**config.mk**
```make
export PLATFORM = sky130hd
export DESIGN_NAME = fetch_ctrl
export DESIGN_NICKNAME = d
export VERILOG_FILES = /design/src/rtl/fetch_ctrl.sv
export SDC_FILE = /design/constraint.sdc
export NUM_CORES = 1
export LEC_CHECK = 0
export BUFFER_PORTS_ARGS = -buffer_cell sky130_fd_sc_hd__buf_4
export CAP_MARGIN = 5
export CORE_ASPECT_RATIO = 0.6
export CORE_MARGIN = 10
export CORE_UTILIZATION = 36
export DETAILED_ROUTE_END_ITERATION = 16
export SLEW_MARGIN = 20
export SYNTH_ARGS = -nofsm -noshare
export SYNTH_HDL_FRONTEND = slang
export SYNTH_SLANG_ARGS = --single-unit
```
**constraint.sdc**
```tcl
create_clock -name clk -period 2.3 [get_ports clk]
set_input_delay 0.46 -clock clk [delete_from_list [all_inputs] [get_ports clk]]
set_output_delay 0.46 -clock clk [all_outputs]
set_load 0.05 [all_outputs]
```
**src/rtl/fetch_ctrl.sv**
```systemverilog
// Instruction-fetch sequencer: single-outstanding req/gnt/valid handshake,
// one-entry buffer across decode stalls, and execute-stage redirect handling.
//
// state | meaning
// RST   | just out of reset, no request yet
// REQ   | request asserted at pc, waiting for grant
// WAIT  | request granted, waiting for response data
// HOLD  | response buffered while decode is stalled
module fetch_ctrl #(
  parameter logic [31:0] RESET_PC = 32'h0000_0000,
  parameter logic [31:0] NOP_INST = 32'h0000_0013
) (
  input  logic        clk,
  input  logic        reset,
  output logic        IMEM_REQ,
  output logic [31:0] IMEM_ADDR,
  input  logic        IMEM_GNT,
  input  logic        IMEM_VALID,
  input  logic [31:0] IMEM_RDATA,
  input  logic        STALL_D,
  input  logic        BRANCH_E,
  input  logic [31:0] TARGET_E,
  output logic [31:0] INST_F,
  output logic [31:0] PC_F,
  output logic [31:0] PC4_F,
  output logic        EN_D,
  output logic        CLR_D
);

  typedef enum logic [1:0] {
    ST_RST  = 2'd0,
    ST_REQ  = 2'd1,
    ST_WAIT = 2'd2,
    ST_HOLD = 2'd3
  } state_e;

  state_e      state_q, state_d;
  logic [31:0] pc_q, pc_d;
  logic [31:0] fpc_q, fpc_d;
  logic [31:0] buf_q, buf_d;
  logic        kill_q, kill_d;

  logic        avail;
  logic [31:0] fpc_inc;

  assign fpc_inc = fpc_q + 32'd4;
  assign avail   = ((state_q == ST_WAIT) && IMEM_VALID && !kill_q) ||
                   (state_q == ST_HOLD);

  always_ff @(posedge clk or negedge reset) begin
    if (!reset) begin
      state_q <= ST_RST;
    end else begin
      state_q <= state_d;
    end
  end

  always_ff @(posedge clk or negedge reset) begin
    if (!reset) begin
      pc_q   <= RESET_PC;
      fpc_q  <= RESET_PC;
      buf_q  <= NOP_INST;
      kill_q <= 1'b0;
    end else begin
      pc_q   <= pc_d;
      fpc_q  <= fpc_d;
      buf_q  <= buf_d;
      kill_q <= kill_d;
    end
  end

  // A redirect takes priority over stall and delivery in every state but RST.
  always_comb begin
    state_d = state_q;
    pc_d    = pc_q;
    fpc_d   = fpc_q;
    buf_d   = buf_q;
    kill_d  = kill_q;
    case (state_q)
      ST_RST: begin
        state_d = ST_REQ;
      end
      ST_REQ: begin
        if (BRANCH_E) begin
          pc_d = TARGET_E;
        end
        if (IMEM_GNT) begin
          fpc_d   = pc_q;
          kill_d  = BRANCH_E;
          state_d = ST_WAIT;
        end
      end
      ST_WAIT: begin
        if (BRANCH_E) begin
          pc_d = TARGET_E;
          if (IMEM_VALID) begin
            kill_d  = 1'b0;
            state_d = ST_REQ;
          end else begin
            kill_d = 1'b1;
          end
        end else if (IMEM_VALID) begin
          if (kill_q) begin
            kill_d  = 1'b0;
            state_d = ST_REQ;
          end else if (!STALL_D) begin
            pc_d    = fpc_inc;
            state_d = ST_REQ;
          end else begin
            buf_d   = IMEM_RDATA;
            state_d = ST_HOLD;
          end
        end
      end
      ST_HOLD: begin
        if (BRANCH_E) begin
          pc_d    = TARGET_E;
          state_d = ST_REQ;
        end else if (!STALL_D) begin
          pc_d    = fpc_inc;
          state_d = ST_REQ;
        end
      end
      default: begin
        state_d = ST_RST;
      end
    endcase
  end

  always_comb begin
    IMEM_REQ  = (state_q == ST_REQ);
    IMEM_ADDR = pc_q;
    PC_F      = fpc_q;
    PC4_F     = fpc_inc;
    INST_F    = NOP_INST;
    if (avail) begin
      INST_F = (state_q == ST_HOLD) ? buf_q : IMEM_RDATA;
    end
    EN_D  = 1'b0;
    CLR_D = 1'b0;
    // Decode controls stay idle until the first request; a bubble is
    // inserted whenever decode is free but fetch has nothing to give.
    if (state_q != ST_RST) begin
      EN_D  = !STALL_D || BRANCH_E;
      CLR_D = BRANCH_E || (!STALL_D && !avail);
    end
  end

endmodule

```
==> results.rst <==
.. list-table::
   :header-rows: 1

   * - Metric
     - Value
   * - Commonest cells after routing, fill and taps aside
     - buf_4 (197), dfrtp_1 (78), nand2_1 (77)
   * - Most common library cell in the layout ignoring fill and taps
     - buf_4
   * - Worst setup EP type
     - output pin
   * - DR DRC count
     - 0
   * - Cell chain of the critical path
     - ha_4, nand4_1, or4_4, or4_4, xnor2_4, buf_6
   * - Static leakage power
     - 4.42 nW
   * - Seq/Total Area, Yosys
     - between 40% and 50%
   * - Startpoint Class
     - register
   * - Instance count of the mapped netlist
     - 534
   * - Clock latency reported for the late side of the worst-skew pair
     - 0.34 ns
   * - Setup repair after global routing missed its margin
     - true
   * - Post-Synthesis Cell Area
     - 0.00524 mm^2
   * - Detail Route Antenna Nets
     - 0
   * - Final routed wire length divided by cell count
     - 20.0 um
   * - Width of the chip
     - ~180 um
   * - Diode insertion count for antenna repair
     - 0
   * - Synthesized Nets
     - 609
   * - Via count
     - around 5,000
   * - Setup WS post-layout
     - -0.518 ns
   * - Post-route standard cell area excluding fillers
     - 0.00946 mm^2
   * - Violated checks
     - negative setup slack
   * - Slew at the pin with the worst max-slew slack
     - roughly 0.55 ns
   * - Initial antenna violation count
     - 0
   * - # port buffers
     - 200
   * - Layout cells sized above 1
     - 62.8%
   * - Warnings from Yosys
     - 0
   * - Number of hold buffers added after CTS
     - 0
   * - Floorplan core area
     - 0.0144 mm^2
   * - Crit-path most repeated cell
     - or4_4
   * - Wire length of the first global-routing pass
     - 30.5 mm
   * - Number of unique standard cell types used by synthesis
     - 44
   * - Achievable Freq
     - 355 MHz
   * - CTS HTree Levels
     - 3
   * - Library cell used as clock root buffer
     - clkbuf_16
   * - Overall routing resource usage
     - 19.1%
   * - Clock tree skew after final layout
     - 0.00967 ns
   * - Num CTS Buffers
     - 9
   * - CP max FO
     - 2
   * - Buffering stage count on the worst path with inverters included
     - 1
   * - Uppermost metal layer occupied by signal nets
     - met4
   * - Mean number of vias per cell
     - 5.04
   * - Num rows
     - 34
   * - Worst min-delay path category
     - in -> async
   * - Run status
     - finished, violations left
   * - Top Ports
     - 201
   * - CP max stage delay
     - 0.47 ns
   * - Sum of routed wire segments on met1
     - 9.34 mm
   * - Register bit total from synthesis
     - 99
   * - Max-cap violations
     - 0
   * - Area enclosed by the die boundary
     - 0.0199 mm^2
   * - Routed met3 length
     - 1.58 mm
   * - Worst IR drop on VDD
     - 1.19 mV
   * - Cell type group with the largest total delay on the critical path
     - simple AND/OR/NAND/NOR gates
   * - Die height
     - 113 um
   * - Post-Route Setup TNS
     - -5.64 ns
   * - Cell area power density
     - 1550 mW/mm^2
   * - Number of endpoints failing setup at the final stage
     - 38
   * - Avg Synthesized Cell Area
     - 9.81 um^2
   * - Part of the cycle the worst path needs
     - 123%
   * - Total half-perimeter wirelength after legalization and detailed placement
     - roughly 14 mm
   * - Wire length on met2
     - 8.79 mm
   * - Number of buffers between clock root and the deepest sink
     - 2
   * - Pin count of the biggest net entering global routing
     - 100
   * - Remaining global-route overflow
     - 0
   * - Drt first-iter violations
     - 295
   * - CTS tree
     - built
   * - Total count of hold-check failures in the final report
     - 0
   * - Final Slew Violations
     - 0
   * - Filler cell count
     - 1,110
   * - Drt total wl
     - 19.9 mm
   * - Worst slew slack as a fraction of its limit
     - 63.2%
   * - Area growth, synth to finish
     - 80.6%
   * - Count of TritonRoute iterations in the first routing pass
     - 4
   * - Number of nets in the final layout
     - 867
   * - Required time of the worst setup path
     - 1.84 ns
   * - Post-placement cell area
     - 0.00803 mm^2
   * - WP data arrival
     - 2.36 ns
   * - Slowest library cell on the worst path
     - or4_4
   * - Overall power
     - 14.6 mW
   * - Type of the worst setup path
     - reg -> out
   * - Vias in the first global route
     - 5,255
   * - TritonCTS sink count
     - 99
   * - RD Place Congestion
     - 0.815
   * - Reg clk slew, reported paths
     - roughly 0.07 ns
   * - Shortest period the worst path allows
     - 2.82 ns
   * - Initial core utilization
     - between 30% and 40%
through the flow:
stage                     hold slack, ns  utilization, %  setup WS (ns)  cells
after global routing               0.194            65.8         -0.576    994
after CTS                          0.187            63.5         -0.514    991
after detailed placement           0.494            55.8         -0.210    957
after global placement             0.486            55.8         -0.218    957
after floorplan                    0.164               -         -0.566    534
final                              0.164            65.8         -0.518    994
power breakdown:
group          internal (mW)  switching [mW]  leakage, nW
Combinational           3.60            6.11         3.03
Clock                   1.09           0.660        0.166
Sequential              2.53           0.652         1.22
Total                   7.22            7.42         4.42
cell usage after synthesis, drive strengths merged:
library cell    n  area (um^2)
a31oi           2         12.5
nor4            9         56.3
nand3          12         60.1
nand2b          4         25.0
buf            10         46.3
and3b           2         17.5
mux2i          17          170
nand3b          1         7.51
a41oi           1         8.76
inv             8         30.0
a21oi           4         20.0
and3            4         25.0
mux2           64          721
o31a            3         26.3
or2             5         31.3
a21boi          1         7.51
a211oi          1         7.51
nor3            9         45.0
dfrtp          96         2400
and2            4         25.0
o21a            1         7.51
xor2            9         78.8
o31ai           7         52.6
nor3b           2         15.0
ha              5         62.6
or4             3         26.3
a211o           3         26.3
dfstp           3         78.8
or3             1         6.26
nand2         108          405
nor2           29          109
nor2b           4         25.0
nand4           8         65.1
clkbuf         22         82.6
xnor2          14          130
a221o           5         51.3
and4b           1         10.0
o21ai          52          260
kinds of logic after synthesis:
group                    share of synthesized area [%]
AND/OR/NAND/NOR                                   18.2
flip-flops                                        47.4
buffers and inverters                             3.03
multiplexers                                      17.0
adder cells (fa/ha/maj)                           1.19
AO/OA/AOI/OAI                                     9.17
XOR/XNOR                                          3.99
state kept, by name, summed over array words and instances (netlist names):
name / cells
buf_q: 32
kill_q: 1
state_q: 2
IMEM_ADDR: 32
PC_F: 32
final cells by class:
class,instances,area (um^2),area share (%)
inverters,8,30.0,0.318
multi-input cells,395,3680,38.9
repair buffers,279,2660,28.1
well taps,198,248,2.62
flip-flops and latches,99,2500,26.5
clock buffers,11,243,2.57
clock inverters,4,98.8,1.05
per-layer routing:
metal	global-route usage (%)	vias to the layer above
met1	25.9	2480
met4	3.15	0
met5	0	-
li1	-	2374
met3	7.00	13
met2	28.9	139
final timing paths:
| check | start | end | slack, ns | cells after the start |
|---|---|---|---|---|
| max reg2reg | PC_F[3] | IMEM_ADDR[26] | 0.07 | 6 |
| min | reset | buf_q[5] | 0.16 | 2 |
| min reg2reg | buf_q[30] | buf_q[30] | 0.51 | 1 |
| max | PC_F[3] | PC4_F[26] | -0.52 | 6 |
| min in group clk | IMEM_RDATA[3] | buf_q[3] | 0.37 | 2 |
| max in group asynchronous | reset | PC_F[20] | 1.68 | 2 |
repair_timing:
item	in CTS	in global routing
cloned	4	5
buffers inserted	15	2
pin swaps	26	17
endpoints found under the setup margin	54	62
gates resized for setup	119	69
Power figures use the tool's default switching activity.
